**src/rtl/cc_pipeline_pkg.sv**
```systemverilog
// Shared definitions for the cross-correlation pipeline: scheduler states, packet constants.
// CC_SCHED_CHECKSUM_EN adds the trailing checksum state and byte.
package cc_pipeline_pkg;

  typedef enum logic [2:0] {
    ST_IDLE,
    ST_START_PAIR,
    ST_WAIT_CC,
    ST_NEXT_PAIR,
    ST_SEND_HDR,
    ST_SEND_IDX,
`ifdef CC_SCHED_CHECKSUM_EN
    ST_SEND_CSUM,
`endif
    ST_DONE
  } sched_state_t;

  localparam logic [7:0] HDR_BYTE_DEF = 8'hA5;
  localparam logic [7:0] TIMEOUT_MARK = 8'hFF;

`ifdef CC_SCHED_CHECKSUM_EN
  localparam bit CSUM_EN = 1'b1;
`else
  localparam bit CSUM_EN = 1'b0;
`endif

  // Header byte, one byte per pair, plus an optional checksum byte.
  function automatic int pkt_len(input int num_pairs, input bit csum_en);
    return num_pairs + 1 + (csum_en ? 1 : 0);
  endfunction

endpackage

```
**src/rtl/general_counter.sv**
```systemverilog
// General-purpose up counter: select low forces zero, select high counts and holds at COUNT_VAL-1.
module general_counter #(
  parameter int COUNT_VAL = 16,
  parameter int CNT_W     = $clog2(COUNT_VAL) + 1
) (
  input  logic             clk,
  input  logic             reset,
  input  logic             cnt_sel,
  output logic [CNT_W-1:0] count
);

  always_ff @(posedge clk) begin
    if (reset || !cnt_sel) begin
      count <= '0;
    end else if (count != CNT_W'(COUNT_VAL - 1)) begin
      count <= count + 1'b1;
    end
  end

endmodule

```
**src/rtl/cc_pair_scheduler.sv**
```systemverilog
// Runs the CC block over every channel pair after a trigger, then streams the lag packet to UART TX.
// Define CC_SCHED_CHECKSUM_EN to append an XOR checksum byte to the packet.
module cc_pair_scheduler
  import cc_pipeline_pkg::*;
#(
  parameter int         NUM_PAIRS   = 3,
  parameter int         PAIR_W      = 2,
  parameter int         IDX_W       = 8,
  parameter int         WDOG_CYCLES = 200000,
  parameter logic [7:0] HDR_BYTE    = HDR_BYTE_DEF
) (
  input  logic              clk,
  input  logic              reset,
  input  logic              start,
  output logic              cc_start,
  output logic [PAIR_W-1:0] cc_pair_sel,
  input  logic              cc_done,
  input  logic [IDX_W-1:0]  cc_max_index,
  output logic              tx_valid,
  output logic [7:0]        tx_data,
  input  logic              tx_ready,
  output logic              busy,
  output logic              done,
  output logic              wdog_err
);

  localparam int PKT_LEN = pkt_len(NUM_PAIRS, CSUM_EN);
  localparam int PTR_W   = $clog2(PKT_LEN + 1);
  localparam int WD_W    = $clog2(WDOG_CYCLES) + 1;

  localparam logic [PAIR_W-1:0] LAST_PAIR    = PAIR_W'(NUM_PAIRS - 1);
  localparam logic [PTR_W-1:0]  LAST_IDX_PTR = PTR_W'(NUM_PAIRS);

  sched_state_t      state, state_nxt;
  logic [PAIR_W-1:0] pair, pair_nxt;
  logic [PTR_W-1:0]  ptr, ptr_nxt;
  logic [7:0]        result [NUM_PAIRS];
  logic [WD_W-1:0]   wdog_cnt;
  logic              wdog_run;
  logic              wdog_exp;
  logic              cap_hit;
  logic              tmo_hit;

  // The watchdog only runs in WAIT_CC; every other state holds it at zero.
  assign wdog_run = (state == ST_WAIT_CC);

  general_counter #(
    .COUNT_VAL (WDOG_CYCLES),
    .CNT_W     (WD_W)
  ) u_wdog (
    .clk     (clk),
    .reset   (reset),
    .cnt_sel (wdog_run),
    .count   (wdog_cnt)
  );

  assign wdog_exp = (wdog_cnt == WD_W'(WDOG_CYCLES - 1));
  assign cap_hit  = (state == ST_WAIT_CC) && cc_done;
  assign tmo_hit  = (state == ST_WAIT_CC) && !cc_done && wdog_exp;

  always_comb begin
    state_nxt = state;
    pair_nxt  = pair;
    ptr_nxt   = ptr;
    case (state)
      ST_IDLE: begin
        if (start) begin
          state_nxt = ST_START_PAIR;
          pair_nxt  = '0;
        end
      end
      ST_START_PAIR: state_nxt = ST_WAIT_CC;
      ST_WAIT_CC: begin
        if (cc_done || wdog_exp) state_nxt = ST_NEXT_PAIR;
      end
      ST_NEXT_PAIR: begin
        if (pair == LAST_PAIR) begin
          state_nxt = ST_SEND_HDR;
          ptr_nxt   = '0;
        end else begin
          state_nxt = ST_START_PAIR;
          pair_nxt  = pair + 1'b1;
        end
      end
      ST_SEND_HDR: begin
        if (tx_ready) begin
          state_nxt = ST_SEND_IDX;
          ptr_nxt   = PTR_W'(1);
        end
      end
      ST_SEND_IDX: begin
        if (tx_ready) begin
          if (ptr == LAST_IDX_PTR) begin
`ifdef CC_SCHED_CHECKSUM_EN
            state_nxt = ST_SEND_CSUM;
            ptr_nxt   = ptr + 1'b1;
`else
            state_nxt = ST_DONE;
`endif
          end else begin
            ptr_nxt = ptr + 1'b1;
          end
        end
      end
`ifdef CC_SCHED_CHECKSUM_EN
      ST_SEND_CSUM: begin
        if (tx_ready) state_nxt = ST_DONE;
      end
`endif
      ST_DONE: state_nxt = ST_IDLE;
      default: state_nxt = ST_IDLE;
    endcase
  end

`ifdef CC_SCHED_CHECKSUM_EN
  logic [7:0] csum;

  always_comb begin
    csum = HDR_BYTE;
    for (int i = 0; i < NUM_PAIRS; i++) begin
      csum = csum ^ result[i];
    end
  end
`endif

  // Byte mux is driven purely by state and pointer, so it cannot move during a stall.
  always_comb begin
    tx_data  = '0;
    tx_valid = 1'b0;
    case (state)
      ST_SEND_HDR: begin
        tx_valid = 1'b1;
        tx_data  = HDR_BYTE;
      end
      ST_SEND_IDX: begin
        tx_valid = 1'b1;
        for (int i = 0; i < NUM_PAIRS; i++) begin
          if (ptr == PTR_W'(i + 1)) tx_data = result[i];
        end
      end
`ifdef CC_SCHED_CHECKSUM_EN
      ST_SEND_CSUM: begin
        tx_valid = 1'b1;
        tx_data  = csum;
      end
`endif
      default: begin
        tx_valid = 1'b0;
      end
    endcase
  end

  assign cc_start    = (state == ST_START_PAIR);
  assign cc_pair_sel = pair;
  assign busy        = (state != ST_IDLE) && (state != ST_DONE);
  assign done        = (state == ST_DONE);

  always_ff @(posedge clk) begin
    if (reset) begin
      state    <= ST_IDLE;
      pair     <= '0;
      ptr      <= '0;
      wdog_err <= 1'b0;
      for (int i = 0; i < NUM_PAIRS; i++) begin
        result[i] <= '0;
      end
    end else begin
      state <= state_nxt;
      pair  <= pair_nxt;
      ptr   <= ptr_nxt;
      if ((state == ST_IDLE) && start) begin
        wdog_err <= 1'b0;
      end else if (tmo_hit) begin
        wdog_err <= 1'b1;
      end
      for (int i = 0; i < NUM_PAIRS; i++) begin
        if (pair == PAIR_W'(i)) begin
          if (cap_hit) begin
            result[i] <= 8'(cc_max_index);
          end else if (tmo_hit) begin
            result[i] <= TIMEOUT_MARK;
          end
        end
      end
    end
  end

endmodule

```
**config.mk**
```make
export PLATFORM = sky130hd
export DESIGN_NAME = cc_pair_scheduler
export DESIGN_NICKNAME = d
export VERILOG_FILES = /design/src/rtl/cc_pipeline_pkg.sv /design/src/rtl/general_counter.sv /design/src/rtl/cc_pair_scheduler.sv
export SDC_FILE = /design/constraint.sdc
export NUM_CORES = 1
export LEC_CHECK = 0
export CORE_ASPECT_RATIO = 1.75
export CORE_MARGIN = 1
export CORE_UTILIZATION = 36
export DETAILED_ROUTE_END_ITERATION = 8
export DONT_BUFFER_PORTS = 1
export PLACE_DENSITY = 0.52
export SETUP_SLACK_MARGIN = 0.4
export SLEW_MARGIN = 10
export SYNTH_ARGS = -nofsm -noshare
export SYNTH_HDL_FRONTEND = slang
export SYNTH_HIERARCHICAL = 1
export SYNTH_SLANG_ARGS = --single-unit
```
**constraint.sdc**
```tcl
create_clock -name clk -period 2.5 [get_ports clk]
set_clock_uncertainty 0.2 [all_clocks]
set_input_delay 0.25 -clock clk [delete_from_list [all_inputs] [get_ports clk]]
set_output_delay 0.25 -clock clk [all_outputs]
set_load 0.03 [all_outputs]
```
# --- Yosys cells after proc, flatten, opt, wreduce, memory -nomap -nowiden ---
# Memories as Yosys holds them, arrays and structs flattened.
# Cells that the tools add are included.
classes:
  add_sub_neg: 3
  n_eq_ne: 22
  muxes: 49
  bitwise_logic: 6
  n_reduce_logical: 19
ops:
  columns: ["cell", "count"]
  rows:
  - ["$mux W8", 9]
  - ["$mux W3", 10]
  - ["$mux W1", 24]
  - ["$add A19 B1 Y19 const B", 1]
  - ["$eq A19 B18 Y1 const B", 1]
  - ["$ne A19 B18 Y1 const B", 1]
  - ["$pmux W3 S6", 1]
  - ["$ne A2 B2 Y1 const B", 8]
  - ["$pmux W8 S2", 1]
  - ["$eq A3 B2 Y1 const B", 4]
  - ["$reduce_and A5 Y1", 2]
  - ["$eq A3 B3 Y1 const B", 3]
  - ["$pmux W3 S3", 1]
  - ["$eq A3 B1 Y1 const B", 2]
  - ["$or A1 B1 Y1", 6]
  - ["$reduce_bool A3 Y1", 2]
  - ["$logic_and A1 B1 Y1", 5]
  - ["$mux W2", 2]
  - ["$pmux W2 S2", 1]
  - ["$reduce_or A2 Y1", 2]
  - ["$add A3 B1 Y3 const B", 1]
  - ["$logic_not A3 Y1", 1]
  - ["$ne A3 B3 Y1 const B", 1]
  - ["$reduce_and A3 Y1", 1]
  - ["other kinds (7)", 9]
totals:
  reg_bits: 28
  ram_bits: 24
  input_bits: 13
  wordCells: 105
  memories: 1
memory_table:
  columns: ["memory", "words", "width", "read_ports", "rd_ports_with_merged_regs", "wr", "line", "rtl"]
  rows:
  - ["result", 3, 8, 3, 0, 3, "cc_pair_scheduler.sv:37", "logic [7:0] result [NUM_PAIRS];"]

# --- Longest topological paths before layout ---
# Gate-level depths: netlist of the first run.
depth:
  depth_word: 9
  ltp_mapped: 8
  depth_no_buf: 7

# --- Modules after synthesis ---
# The synthesis of the first run kept the hierarchy.
by_module_without_submodules:
  columns: ["module", "n_inst", "cells_each", "area_per_inst_um2"]
  rows:
  - ["cc_pair_scheduler", 1, 222, 1876.8]
  - ["general_counter", 1, 111, 955.9]

# --- Worst setup path before layout of the first run ---
# Ideal clock, no wire load.
synth_path:
  kind: "reg2out"
  start: "register ptr[0]"
  end: "output port tx_data[0]"
  arrival_time_ps: 1839
  path_slack_ps: 211
  path_stages_with_launch: 7
  path_buffers: 1
  cell_sequence: "dfxtp_1 > ha_1 > ha_1 > clkbuf_1 > nor2_1 > a22oi_1 > a21oi_1"
synth_between:
  elab_chain_cells: 5
synth_lines:
  columns: ["item", "line", "rtl"]
  rows:
  - ["start, declared", "cc_pair_scheduler.sv:36", "logic [PTR_W-1:0] ptr, ptr_nxt;"]
  - ["start signal, assigned", "cc_pair_scheduler.sv:170", "ptr <= ptr_nxt;"]
  - ["$eq A3 B1 Y1", "cc_pair_scheduler.sv:138", "if (ptr == PTR_W'(i + 1)) tx_data = result[i];"]
  - ["$mux W8 (2 in a row)", "cc_pair_scheduler.sv:138", null]
  - ["$mux W8 *", "cc_pair_scheduler.sv:138", null]
  - ["$pmux W8 S2 *", "cc_pair_scheduler.sv:130", "case (state)"]
  - ["end, declared", "cc_pair_scheduler.sv:20", "output logic [7:0] tx_data,"]
# Every way passes the cells marked *; elsewhere a longest branch is shown, timed or not.

==> results.py, run 1 <==
metrics = {
    "status": {
        "status": "complete, but fails checks",
        "violations": "hold timing",
    },
    "sta": {
        "setup_viol": 0,
        "period_minus_slack_ns": 2.14,
        "tns_ns": 0,
        "holdWs_ns": -0.178,
        "max_freq_ghz": 0.467,
        "rsz0062_at_grt": "true",
        "fin_ws_ns": 0.357,
        "maxSlewHeadroom": 0.636,
        "fin_crit_sh": 0.857,
        "final-hold-violation-count": 14,
        "slew_viol_final": 0,
        "tightestPinTransition_ns": 0.544,
    },
    "worst_setup_path": {
        "end_kind": "register",
        "critPathTopFamily": "simple AND/OR/NAND/NOR gates",
        "arrival_ns": 2.09,
        "path_buf_inv": 0,
        "cp_cell_sequence": "nor4b_4 > or3b_4 > or4b_4 > a31oi_1",
        "critPathRequiredTime_ns": 2.44,
        "cp_max_fo": 8,
        "cpPeakStageDelay_ns": 0.60,
        "worstSetupPathType": "register to register",
        "critPathSlowestCell": "or4b_4",
        "cp-start-kind": "register",
    },
    "grt": {
        "grt_max_degree": 25,
        "grt_antenna_before_repair": 0,
        "grt_pass1_wl_um": 12000,
        "grt_pass1_vias": 2460,
        "grt.overflow.total": 0,
        "track_usage": 0.184,
    },
    "final_layout": {
        "syn_to_final_growth_pct": 27.3,
        "utilization": 0.476,
        "diodes": 0,
        "nets": 378,
        "drive_gt1_frac": 0.279,
    },
    "clocking": {
        "clk_pin_slew_ns": 0.07,
        "cts_buffer_depth": 2,
        "insertion_delay_ns": 0.29,
        "clock_sinks": 52,
        "cts_tree": "yes",
        "cts-root-buf": "clkbuf_16",
        "h-tree-depth": 2,
        "cts_buffers": 5,
        "hold_buffers": 3,
    },
    "synthesis": {
        "synth_area_mm2": 0.00283,
        "synth_area_per_cell_um2": 8.51,
        "ys_ff_latch": 52,
        "ys_seq_area_frac": 0.424,
        "synth_nets": 354,
        "syn-instance-count": 333,
        "yosys_warnings": 6,
        "yosysUniqueCellTypes": 51,
    },
    "power": {
        "irDropWorstVdd_uv": 324,
        "p_per_area_mw_per_mm2": 514,
        "leakage_nw": 1.21,
        "finalPower_mw": 1.85,
    },
    "place": {
        "dp_hpwl_um": 5310,
        "numPortBuffers": 0,
        "gp_congestion": 0.823,
        "preCtsSetupSlack_ns": 0.199,
    },
    "die": {
        "coreArea_mm2": 0.00757,
        "io_pins": 28,
        "die_area_mm2": 0.00824,
        "die_w_um": 69.1,
        "row_count": 42,
        "die_h_um": 119,
        "start_util": 0.374,
    },
    "drt": {
        "wl_per_cell_um": 16.5,
        "drtIter0Drc": 135,
        "ant_nets": 0,
        "first_pass_iters": 4,
        "routed_wl_um": 7340,
        "route.detailed.drc": 0,
        "vias_per_cell": 5.60,
        "num_vias": 2499,
    },
    "run": {
        "max_cap_viol_count": 0,
    },
    "min_path": {
        "min_path_type": "input port to register",
    },
}
-- cells in the mapped netlist (all sizes together) --
master / count / area, um2
or3b: 1 / 11.3
o31ai: 2 / 15.0
or4: 6 / 48.8
a22oi: 8 / 60.1
buf: 9 / 48.8
a2111o: 1 / 11.3
nand2: 53 / 201
nor4: 2 / 27.5
a21oi: 25 / 125
inv: 9 / 33.8
nor4bb: 1 / 10.0
nand3: 9 / 55.1
and2: 3 / 18.8
nand3b: 1 / 7.51
or4b: 2 / 20.0
a21o: 3 / 22.5
clkbuf: 9 / 33.8
and3: 7 / 46.3
o31a: 1 / 8.76
xnor2: 3 / 26.3
xor2: 2 / 17.5
nand2b: 2 / 12.5
a41o: 2 / 20.0
a211oi: 1 / 7.51
mux2i: 5 / 50.1
and4b: 2 / 20.0
a31oi: 20 / 125
edfxtp: 16 / 480
nor3: 15 / 75.1
nor2b: 3 / 18.8
nor2: 33 / 124
nor4b: 3 / 41.3
nor3b: 2 / 15.0
a21boi: 1 / 7.51
nand4: 4 / 25.0
dfxtp: 36 / 721
a221oi: 1 / 15.0
ha: 8 / 100
o21bai: 1 / 11.3
o21ai: 16 / 80.1
or3: 5 / 33.8
-- sequential cells by signal, summed over array words and instances, names as in the netlist --
| signal | cells |
|---|---|
| result | 24 |
| cc_pair_sel | 2 |
| ptr | 3 |
| u_wdog/count | 19 |
| state | 3 |
| wdog_err | 1 |
-- cell families after synthesis --
| logic type | count (synthesis) | share of synthesized area |
|---|---|---|
| AND/OR/NAND/NOR | 154 | 0.287 |
| AO/OA/AOI/OAI | 82 | 0.180 |
| flip-flops | 52 | 0.424 |
| buffers and inverters | 27 | 0.0411 |
| adder cells (fa/ha/maj) | 8 | 0.0353 |
| XOR/XNOR | 5 | 0.0155 |
| multiplexers | 5 | 0.0177 |
-- worst paths after layout --
kind,startpoint,to,slack [ns],cells after the start
worst min register to register,u_wdog/count[1],u_wdog/count[1],0.31,2
worst max-delay path,state[0],result[1][5],0.36,4
worst max register to register,state[0],result[1][5],0.36,4
worst min-delay path,reset,result[2][3],-0.18,1
-- final cells by class --
cell class | instances | area [um2]
Clock buffer | 6 | 129
Multi-Input combinational cell | 254 | 1770
Timing Repair Buffer | 35 | 302
Sequential cell | 52 | 1220
Inverter | 9 | 37.5
Fill cell | 736 | 3960
Tap cell | 88 | 110
Clock inverter | 2 | 35.0
-- where the power goes --
group | switching [mW] | internal (mW) | leakage [nW]
Clock | 0.306 | 0.471 | 0.0808
Combinational | 0.107 | 0.0684 | 0.667
Sequential | 0.00976 | 0.889 | 0.463
Total | 0.423 | 1.43 | 1.21
-- layer usage --
layer	GRT usage	part of all wire
met5	0	0
met4	0.0893	0.025
met3	0.0423	0.033
met2	0.340	0.55
met1	0.190	0.39
-- layout by cell type, fill, tap and decap left out, types with 6 or more instances in the layout --
cell type / count
a21oi_1: 19
a22oi_2: 6
a31oi_1: 20
buf_4: 26
dfxtp_1: 23
dfxtp_2: 10
edfxtp_1: 16
inv_1: 8
nand2_1: 50
nand3_1: 7
nor2_1: 32
nor3_1: 13
o21ai_0: 14
-- repair_timing --
item	4_1_cts	5_1_grt
gates resized for setup	35	27
endpoints found under the setup margin	46	58
pin swaps	12	18
setup buffers	6	5
endpoints found under the hold margin	17	14
-- metrics by stage --
| stage | cell area [um2] | instances |
|---|---|---|
| floorplan | 2900 | 333 |
| global placement | 3060 | 424 |
| detailed placement | 3060 | 424 |
| CTS | 3480 | 441 |
| global route | 3600 | 446 |
| finish | 3600 | 446 |
Power figures use the tool's default switching activity.
==> run 2: changes to the inputs <==
Settings changed: RECOVER_POWER set to 100.
==> run 2 against run 1 <==
  * The flow still finishes with violations (hold timing)
  * Flip-flop and latch count unchanged
  * Setup slack got worse by 0.15 ns
  * Worst hold slack got worse by 0.0031 ns
  * Die area unchanged
  * Final area decreased by 3.2%
  * Global-route usage unchanged
  * Largest cell class unchanged
  * Largest power group unchanged
  * Highest routed layer unchanged
==> results.py, run 2 (synthesis gave the netlist of run 1 again) <==
metrics = {
    "sta": {
        "slew_viol_final": 0,
        "final-hold-violation-count": 14,
        "tightestPinTransition_ns": 0.978,
        "period_minus_slack_ns": 2.29,
        "holdWs_ns": -0.181,
        "tns_ns": 0,
        "fin_ws_ns": 0.207,
        "rsz0062_at_grt": "true",
        "max_freq_ghz": 0.436,
        "maxSlewHeadroom": 0.347,
        "setup_viol": 0,
        "fin_crit_sh": 0.917,
    },
    "drt": {
        "wl_per_cell_um": 16.4,
        "vias_per_cell": 5.58,
        "routed_wl_um": 7330,
        "drtIter0Drc": 125,
        "ant_nets": 0,
        "route.detailed.drc": 0,
        "first_pass_iters": 4,
        "num_vias": 2488,
    },
    "die": {
        "row_count": 42,
        "start_util": 0.374,
        "die_w_um": 69.1,
        "die_h_um": 119,
        "io_pins": 28,
        "coreArea_mm2": 0.00757,
        "die_area_mm2": 0.00824,
    },
    "power": {
        "irDropWorstVdd_uv": 324,
        "p_per_area_mw_per_mm2": 527,
        "finalPower_mw": 1.84,
        "leakage_nw": 1.18,
    },
    "run": {
        "max_cap_viol_count": 0,
    },
    "clocking": {
        "hold_buffers": 3,
        "cts-root-buf": "clkbuf_16",
        "cts_buffer_depth": 2,
        "insertion_delay_ns": 0.29,
        "clock_sinks": 52,
        "cts_tree": "yes",
        "cts_buffers": 5,
        "h-tree-depth": 2,
        "clk_pin_slew_ns": 0.06,
    },
    "worst_setup_path": {
        "critPathTopFamily": "simple AND/OR/NAND/NOR gates",
        "end_kind": "primary output",
        "cp_cell_sequence": "buf_6 > inv_1 > nand2_2 > clkinvlp_2 > or3_4",
        "cpPeakStageDelay_ns": 0.55,
        "critPathSlowestCell": "or3_4",
        "cp-start-kind": "register",
        "cp_max_fo": 6,
        "path_buf_inv": 3,
        "worstSetupPathType": "register to primary output",
        "arrival_ns": 1.84,
        "critPathRequiredTime_ns": 2.05,
    },
    "min_path": {
        "min_path_type": "input port to register",
    },
    "final_layout": {
        "finalInstanceArea_mm2": 0.00349,
        "largest_reg_flops": 24,
        "nets": 378,
        "final_common_cell": "nand2_1",
        "fillers": 759,
        "largestRegisters": "result (24), u_wdog/count (19)",
        "drive_gt1_frac": 0.240,
        "top_register": "result",
        "diodes": 0,
        "fin_cells": 446,
        "syn_to_final_growth_pct": 23.2,
        "layout_common_cells": "51 x nand2_1, 32 x nor2_1, 25 x dfxtp_1, 20 x a31oi_1, 19 x a21oi_1",
        "utilization": 0.461,
    },
    "grt": {
        "grt_pass1_vias": 2460,
        "track_usage": 0.184,
        "grt_antenna_before_repair": 0,
        "grt.overflow.total": 0,
        "grt_max_degree": 25,
        "grt_pass1_wl_um": 12000,
    },
    "place": {
        "gp_congestion": 0.823,
        "preCtsSetupSlack_ns": 0.199,
        "dpl.cell_count": 424,
        "numPortBuffers": 0,
        "dp_hpwl_um": 5310,
        "placed_cell_area_mm2": 0.00306,
    },
    "status": {
        "status": "complete, but fails checks",
        "violations": "hold timing",
    },
}
[run 2: cell types whose count changed in the layout (fill, tap and decap cells not counted), sizes merged]
cell,previous run,this run
buf,32,21
clkbuf,6,17
[run 2: where the power goes]
group / internal (mW) / switching [mW]
clock network: 0.471 / 0.305
logic: 0.0618 / 0.103
registers: 0.888 / 0.00935
total: 1.42 / 0.417
[run 2: worst paths after layout]
path	startpoint	endpoint	cells past startpoint	slack, ns
min	reset	ptr[0]	1	-0.18
min reg2reg	u_wdog/count[1]	u_wdog/count[1]	2	0.30
max reg2reg	u_wdog/count[0]	u_wdog/count[18]	5	0.23
max	state[1]	busy	5	0.21
[run 2: worst reg2reg max path, delay by kind of cell (launching register included)]
family | cells | cell delay, ns
simple gates | 3 | 1.18
flops | 1 | 0.36
fa+ha+maj | 1 | 0.24
compound gates | 1 | 0.21
[run 2: per-layer routing]
layer | track usage | vias to the layer above | part of all wire
met1 | 0.190 | 1174 | 0.38
met2 | 0.340 | 46 | 0.55
li1 | - | 1258 | -
met3 | 0.0423 | 10 | 0.039
met5 | 0 | - | 0
met4 | 0.0893 | 0 | 0.025
[run 2: what timing repair did]
| action | in CTS | in global routing |
|---|---|---|
| endpoints found under the hold margin | 17 | 14 |
| endpoints found under the setup margin | 46 | 58 |
| resized for setup | 35 | 27 |
| pin swaps | 12 | 18 |
| setup buffers | 6 | 5 |
[run 2: cell type report]
class | instances | area (um2) | share of cell area
clock inverter | 2 | 35.0 | 0.0100
tap | 88 | 110 | 0.0316
timing repair buffer | 35 | 265 | 0.0760
clock buffer | 6 | 129 | 0.0369
multi-input combinational | 254 | 1690 | 0.485
inverter | 9 | 35.0 | 0.0100
sequential | 52 | 1220 | 0.350
==> run 3: changes to the inputs <==
Settings changed: ABC_AREA set to 1, RECOVER_POWER 100 to 50.
==> run 3 against run 2 <==
  * The flow now finishes without violations
  * Die area up 7.8%
  * Combinational power rose to 3.9 times the previous value
  * Setup slack better by 0.17 ns
  * Largest power group unchanged
  * Highest routed layer unchanged
==> results.py, run 3 <==
metrics = {
    "status": {
        "status": "finished clean",
    },
    "synthesis": {
        "yosys_warnings": 6,
        "yosysUniqueCellTypes": 36,
        "ys_seq_area_frac": 0.393,
        "syn-instance-count": 437,
        "ys_ff_latch": 52,
        "synth.most_common_cell": "nand2_1",
        "synth_largest_area_cell": "dfxtp_1",
        "synthTopCellsByArea": "dfxtp_1 24%, edfxtp_1 16%, nand2_1 13%",
        "synth_area_per_cell_um2": 7.00,
        "synth_area_mm2": 0.00306,
        "synth_top_area_share": 0.236,
        "synth_edf_count": 16,
        "synthTopCellsByCount": "106 x nand2_1, 69 x inv_1, 54 x nor2_1",
        "synthFlopType": "dfxtp_1",
        "synth_nets": 458,
        "synthArstFlopShare": 0,
    },
    "final_layout": {
        "largest_reg_flops": 24,
        "final_common_cell": "nand2_1",
        "top_register": "result",
        "nets": 477,
        "drive_gt1_frac": 0.147,
        "layout_common_cells": "104 x nand2_1, 69 x inv_1, 51 x nor2_1, 33 x dfxtp_1, 29 x a21oi_1",
        "fin_cells": 549,
        "syn_to_final_growth_pct": 18.3,
        "diodes": 0,
        "largestRegisters": "result (24), u_wdog/count (19)",
    },
    "die": {
        "io_pins": 28,
        "row_count": 44,
        "start_util": 0.370,
        "die_w_um": 71.7,
        "die_area_mm2": 0.00889,
        "die_h_um": 124,
        "coreArea_mm2": 0.00826,
    },
    "drt": {
        "route.detailed.drc": 0,
        "first_pass_iters": 4,
        "ant_nets": 0,
        "wl_per_cell_um": 13.8,
        "vias_per_cell": 5.00,
        "drtIter0Drc": 148,
        "num_vias": 2743,
        "routed_wl_um": 7570,
    },
    "worst_setup_path": {
        "cp_cell_sequence": "inv_2 > ha_4 > nor2_4 > buf_6 > buf_12 > nand3_2 > a21oi_2 > a21oi_2 > nor2_4",
        "arrival_ns": 1.67,
        "worstRegToRegCells": 7,
        "cp-startpoint": "ptr[0]",
        "cp-start-kind": "register",
        "cpPeakStageDelay_ns": 0.35,
        "end_kind": "primary output",
        "rr_startpoint": "state[2]",
        "critPathSlowestCell": "dfxtp_2",
        "critPathRequiredTime_ns": 2.05,
        "cp_max_fo": 5,
        "worstSetupPathType": "register to primary output",
        "endpoint": "tx_data[6]",
        "regToRegEndpoint": "result[1][6]",
        "reg2reg_slack_ns": 0.41,
    },
    "power": {
        "pwr-share-comb": 0.272,
        "pwr-share-seq": 0.426,
        "pwr-share-clk": 0.302,
        "p_per_area_mw_per_mm2": 660,
        "p_sw_uw": 836,
        "power.internal_mw": 1.55,
        "irDropWorstVdd_uv": 388,
        "swShare": 0.350,
        "leakage_nw": 1.43,
    },
    "run": {
        "max_cap_viol_count": 0,
    },
    "place": {
        "dpl.cell_count": 526,
        "numPortBuffers": 0,
        "dp_hpwl_um": 5760,
        "gp_congestion": 0.879,
    },
    "sta": {
        "maxSlewHeadroom": 0.624,
        "fin_crit_sh": 0.850,
        "setup_viol": 0,
        "period_minus_slack_ns": 2.12,
        "tightestPinTransition_ns": 0.562,
        "tns_ns": 0,
        "slew_viol_final": 0,
        "final-hold-violation-count": 0,
        "rsz0062_at_grt": "true",
        "max_freq_ghz": 0.471,
    },
    "clocking": {
        "cts_tree": "yes",
        "cts-root-buf": "clkbuf_16",
        "cts_buffer_depth": 2,
        "clock_sinks": 52,
        "h-tree-depth": 2,
        "clk_pin_slew_ns": 0.08,
        "cts_buffers": 5,
        "insertion_delay_ns": 0.30,
    },
    "grt": {
        "track_usage": 0.183,
        "grt_antenna_before_repair": 0,
        "grt_pass1_vias": 2596,
        "grt_pass1_wl_um": 12400,
        "grt.overflow.total": 0,
        "grt_max_degree": 19,
    },
    "min_path": {
        "min_path_type": "input port to register",
    },
}
## run 3: changes by cell type after synthesis, sizes merged, moves of 7 or more
| cell | delta |
|---|---|
| inv | +62 |
| and3 | -7 |
| a21oi | +15 |
| nor2 | +26 |
| nor3 | -7 |
| nand3 | +23 |
| a22oi | -8 |
| a31oi | -20 |
| nand4 | +7 |
| nand2 | +59 |
| o211ai | +8 |
## run 3: what timing repair did
| action | in CTS | in global routing |
|---|---|---|
| pin swaps | 2 | 14 |
| resized for setup | 18 | 25 |
| setup buffers | 2 | 5 |
| hold endpoints to repair | 13 | 0 |
| endpoints found under the setup margin | 24 | 38 |
| hold buffers | 8 | 0 |
## run 3: metrics by stage
stage	total power [mW]	utilization	area (um2)	setup slack [ns]	hold WS (ns)
after detailed placement	1.59	0.386	3190	0.359	0.125
final	2.39	0.438	3620	0.376	0.00133
after floorplan	1.46	-	3080	0.421	0.226
after CTS	2.35	0.425	3510	0.337	0.00318
after global routing	2.54	0.438	3620	0.178	0.00599
after global placement	1.58	0.386	3190	0.403	0.124
## run 3: kinds of logic (layout without fill, tap and decap cells)
group,after synthesis,count (layout),synth area share
compound gates,65,65,0.117
xor+xnor,5,5,0.0143
fa+ha+maj,8,8,0.0327
buf+inv,80,100,0.105
flops,52,52,0.393
simple gates,227,227,0.339
## run 3: final cells by class
class	instances	area [um2]
Inverter	72	273
Timing Repair Buffer	20	188
Sequential cell	52	1200
Fill cell	869	4640
Clock inverter	3	26.3
Clock buffer	5	125
Tap cell	92	115
Multi-Input combinational cell	305	1690
## run 3: worst min path at each step
stage                                from            to  slack [ns]  cells after the start
final                     cc_max_index[1]  result[2][1]       0.001                      2
after global routing      cc_max_index[1]  result[2][1]       0.006                      2
after global placement              reset      state[2]        0.12                      1
after CTS                         cc_done      wdog_err       0.003                      3
after detailed placement            reset      state[2]        0.12                      1
after floorplan                     start      wdog_err        0.23                      3
## run 3: power groups by stage
stage	clock (mW)	combinational (mW)	sequential, mW
floorplan	0	0.428	1.03
global placement	0	0.549	1.03
detailed placement	0	0.556	1.03
CTS	0.737	0.601	1.02
global route	0.778	0.728	1.03
finish	0.722	0.649	1.02
## run 3: per-layer routing
layer | vias up | wire length [um] | global-route usage
li1 | 1444 | - | -
met1 | 1263 | 2940 | 0.186
met2 | 25 | 4310 | 0.366
met3 | 11 | 160 | 0.0275
met4 | 0 | 152 | 0.0662
met5 | - | 0 | 0
## run 3: critical path: cells and delay by family (launching register included)
kind / cells / cell delay (ns)
AND/OR/NAND/NOR: 3 / 0.34
buffers and inverters: 3 / 0.30
flip-flops: 1 / 0.35
adder cells (fa/ha/maj): 1 / 0.16
AO/OA/AOI/OAI: 2 / 0.21
